$ cat config.mk
export PLATFORM = sky130hd
export DESIGN_NAME = wide_word_loader
export DESIGN_NICKNAME = d
export VERILOG_FILES = /design/src/rtl/wide_word_loader.sv
export SDC_FILE = /design/constraint.sdc
export NUM_CORES = 2
export LEC_CHECK = 0
export BUFFER_PORTS_ARGS = -buffer_cell sky130_fd_sc_hd__buf_2
export CORE_AREA = 5 5 414 416
export DETAILED_ROUTE_END_ITERATION = 12
export DIE_AREA = 0 0 419 421
export PLACE_DENSITY = 0.44
export SYNTH_ARGS = -nofsm -noshare
export SYNTH_HDL_FRONTEND = slang
export SYNTH_SLANG_ARGS = --single-unit
$ cat constraint.sdc
create_clock -name clk -period 6.5 [get_ports clk]
set_clock_uncertainty 0.15 [all_clocks]
set_input_delay 0.65 -clock clk [delete_from_list [all_inputs] [get_ports clk]]
set_output_delay 0.65 -clock clk [all_outputs]
set_load 0.05 [all_outputs]
$ cat src/rtl/wide_word_loader.sv
// Word-serial assembler: packs CHUNK-wide chunks LSB-first into a WIDTH-bit word
// and holds the completed word on A with out_valid until the consumer takes it.
module wide_word_loader #(
   parameter  int WIDTH  = 1024,
   parameter  int CHUNK  = 32,
   localparam int NCHUNK = WIDTH / CHUNK,
   localparam int CW     = $clog2(NCHUNK) + 1
) (
   input  logic             clk,
   input  logic             rst,
   input  logic             in_valid,
   output logic             in_ready,
   input  logic [CHUNK-1:0] in_data,
   input  logic             abort,
   output logic             out_valid,
   input  logic             out_ready,
   output logic [WIDTH-1:0] A,
   output logic [CW-1:0]    fill_cnt
);

   typedef enum logic {
      FILL = 1'b0,
      HOLD = 1'b1
   } state_t;

   state_t           state_q, state_d;
   logic [WIDTH-1:0] a_q, a_d;
   logic [CW-1:0]    fill_cnt_q, fill_cnt_d;
   logic             out_valid_q, out_valid_d;
   logic             accept;

   assign in_ready = (state_q == FILL) && !abort && !rst;
   assign accept   = in_valid && in_ready;

   // NOTE: every signal written here gets its default first, so no path leaves one
   // unassigned and no latch is inferred.
   always_comb begin
      state_d     = state_q;
      a_d         = a_q;
      fill_cnt_d  = fill_cnt_q;
      out_valid_d = out_valid_q;
      case (state_q)
         FILL: begin
            if (abort) begin
               a_d        = '0;
               fill_cnt_d = '0;
            end else if (accept) begin
               // First chunk of a new word wipes whatever the previous word left behind.
               if (fill_cnt_q == '0) a_d = '0;
               for (int i = 0; i < NCHUNK; i++) begin
                  if (fill_cnt_q == CW'(i)) a_d[i*CHUNK +: CHUNK] = in_data;
               end
               fill_cnt_d = fill_cnt_q + CW'(1);
               if (fill_cnt_q == CW'(NCHUNK - 1)) begin
                  state_d     = HOLD;
                  out_valid_d = 1'b1;
               end
            end
         end
         HOLD: begin
            if (out_valid_q && out_ready) begin
               state_d     = FILL;
               out_valid_d = 1'b0;
               fill_cnt_d  = '0;
            end
         end
         default: state_d = FILL;
      endcase
   end

   // NOTE: sequential state uses non-blocking assignments only, so every register
   // samples the pre-edge values regardless of statement order. The wide A register
   // is reset too, because consumers and the zero detector must see 0 after reset.
   always_ff @(posedge clk) begin
      if (rst) begin
         state_q     <= FILL;
         a_q         <= '0;
         fill_cnt_q  <= '0;
         out_valid_q <= 1'b0;
      end else begin
         state_q     <= state_d;
         a_q         <= a_d;
         fill_cnt_q  <= fill_cnt_d;
         out_valid_q <= out_valid_d;
      end
   end

   assign A         = a_q;
   assign fill_cnt  = fill_cnt_q;
   assign out_valid = out_valid_q;

endmodule
==> results.toml <==
[power_and_ir_drop]
power_mw = 13.9
p_leak_nw = 18.9
swShare = 0.249
combPwrFrac = 0.048
p_int_mw = 10.4
power_density_nw_per_um2 = 280
switchingPower_mw = 3.46
p_seq_frac = 0.456
pwr-share-clk = 0.495
ir_drop_v = 0.000193

[worst_setup_path]
cp_top_family = "simple AND/OR/NAND/NOR gates"
crit_fanout = 23
path_cells = "nand3b_1, nor2_2, buf_4, nand2_1, a21oi_1"
max_stage_delay_ns = 0.82
cpMaxStageDelayCell = "dfxtp_1"
worstSetupPathType = "flip-flop to flip-flop"
path_buf_inv = 1
arrival_ns = 3.84
cp-end-kind = "flip-flop"
critPathLaunchType = "flip-flop"
worstPathRequired_ns = 7.01

[finish]
fillerInstances = 17900
layout_commonest_cell = "buf_2"
mostFrequentLayoutCells = "1066 x buf_2, 1032 x dfxtp_1, 870 x a21oi_1"
area_delta_synth_final_pct = 28.9
nets = 5373
drive_gt1_frac = 0.268

[route]
routed_wirelength_um = 223000
post_drt_wl_per_cell_um = 29.2
antenna_left = 0
vias = 39100
via_per_inst = 5.12
drc = 0
dr.pass1.iters = 6
drt_iter0_markers = 4413

[yosys]
syn_area_per_cell_um2 = 8.37
syn_inst = 4594
yosysTopAreaCell = "dfxtp_1"
synth_cell_types = 42
yosysTopAreaCellShare = 0.537
synth_seq_area_share = 0.537
netlist_top_cells_area = "dfxtp_1 54%, a21oi_1 11%, o21ai_0 8.0%"
syn_nets = 4635
synth_seq_cells = 1032
yosys_warnings = 0
synth_area_um2 = 38500

[clock_network]
clock_sinks = 1032
postCtsResizedCells = 0
clockBufferDepth = 3
cts.clk_slew.worst_paths_ns = 0.06
cts-root-buf = "clkbuf_16"
cts_tree = "done"
cts_buffers = 115
clock_latency_ns = 0.75
postCtsSetupRepairBufs = 0
ctsHtreeMaxLevel = 3
ctsHoldBuffers = 5

[floorplan]
core-area_um2 = 167000
dieArea_um2 = 176000
io-pin-count = 1069
fp-row-count = 150
chipHeight_um = 421
start_util = 0.231
die_x_um = 419

[grt]
antenna_found_initial = 14
grtUsageTotal = 0.238
grt_max_degree = 206
grt-ovfl-total = 0
grt_pass1_vias = 35800
grt_pass1_wl_um = 303000

[timing]
relSlewSlack = 0.104
setup_violations = 0
fin_tns_setup_ns = 0
slew_violations = 0
timing.final.crit_share = 0.513
rsz0062_at_grt = "false"
tightest_slew_ns = 1.34
finalHoldViolCount = 0
fin_crit_ns = 3.33
max_clock_freq_ghz = 0.300

[placement]
place_congestion = 0.804
dpl.hpwl_um = 139000
io_buffers = 1068

[run_status]
run_status = "completed"

[hold_path]
min-delay-path-class = "primary input to flip-flop"

[job]
cap_violations = 0
[cell families after synthesis]
group	share of synthesized area
AOI/OAI and AO/OA	0.283
adders and majority gates	0.00130
buffers and inverters	0.0607
DFF	0.537
and+or+nand+nor	0.118
[stage by stage]
stage | worst slack [ns] | instances | util | cell area, µm² | hold slack [ns]
after floorplan | 3.44 | 4594 | - | 38500 | 0.533
after global routing | 2.97 | 7629 | 0.297 | 49600 | 0.0578
after CTS | 3.05 | 7628 | 0.297 | 49600 | 0.00796
final | 3.17 | 7636 | 0.297 | 49600 | 0.131
after global placement | 2.71 | 7414 | 0.273 | 45600 | 0.292
after detailed placement | 2.69 | 7414 | 0.273 | 45600 | 0.291
[registers in the layout, summed over array words and instances, names as in the netlist]
signal	count
fill_cnt	6
A	1024
state_q	1
out_valid	1
[synth_stat cells]
cell type / instances
a21o_1: 1
a21oi_1: 873
a221oi_1: 14
a221oi_2: 7
a22oi_1: 192
a31oi_1: 5
a32oi_1: 64
a41oi_1: 1
and2_1: 33
and3b_2: 4
buf_1: 10
buf_2: 141
buf_4: 2
buf_6: 3
buf_8: 6
clkbuf_1: 384
dfxtp_1: 1032
ha_1: 4
inv_1: 3
nand2_1: 721
nand2b_1: 5
nand2b_2: 1
nand3_1: 196
nand3b_1: 5
nor2_1: 92
nor2_2: 5
nor2b_1: 2
nor3_1: 1
nor3b_1: 4
nor4_1: 1
nor4b_1: 1
nor4b_4: 1
o21ai_0: 614
o21ai_1: 60
o21ba_2: 1
o2bb2ai_1: 96
o31ai_1: 1
or2_2: 1
or3_1: 1
or3b_2: 3
or3b_4: 1
or4_4: 2
[per-layer routing]
metal | routed length (µm) | global-route usage
met4 | 10200 | 0.102
met5 | 27 | 0
met1 | 88200 | 0.291
met2 | 108000 | 0.405
met3 | 15800 | 0.0493
[worst paths after layout]
| kind | from | slack (ns) | cells after the start | endpoint |
|---|---|---|---|---|
| max reg2reg | fill_cnt[2] | 3.17 | 5 | A[469] |
| min | rst | 0.13 | 2 | A[218] |
| min reg2reg | A[5] | 0.31 | 1 | A[5] |
| max | fill_cnt[2] | 3.17 | 5 | A[469] |
[power groups by stage]
stage	Sequential [mW]	Combinational, mW	Clock, mW
3_3_place_gp	6.48	0.678	0
6_report	6.34	0.673	6.88
2_1_floorplan	6.50	0.332	0
3_5_place_dp	6.48	0.675	0
4_1_cts	6.34	0.678	7.02
5_1_grt	6.33	0.700	7.28
[final cells by class]
| type | instances | area (µm²) | area share |
|---|---|---|---|
| flip-flops and latches | 1032 | 20700 | 0.417 |
| multi-input cells | 3013 | 16100 | 0.324 |
| repair buffers | 1167 | 6190 | 0.125 |
| clock buffers | 172 | 3400 | 0.0685 |
| well taps | 2204 | 2760 | 0.0556 |
| clock inverters | 37 | 497 | 0.0100 |
| diodes | 8 | 20.0 | 0.000404 |
| inverters | 3 | 11.3 | 0.000227 |
Note: power is estimated with default switching activity, not from simulation.
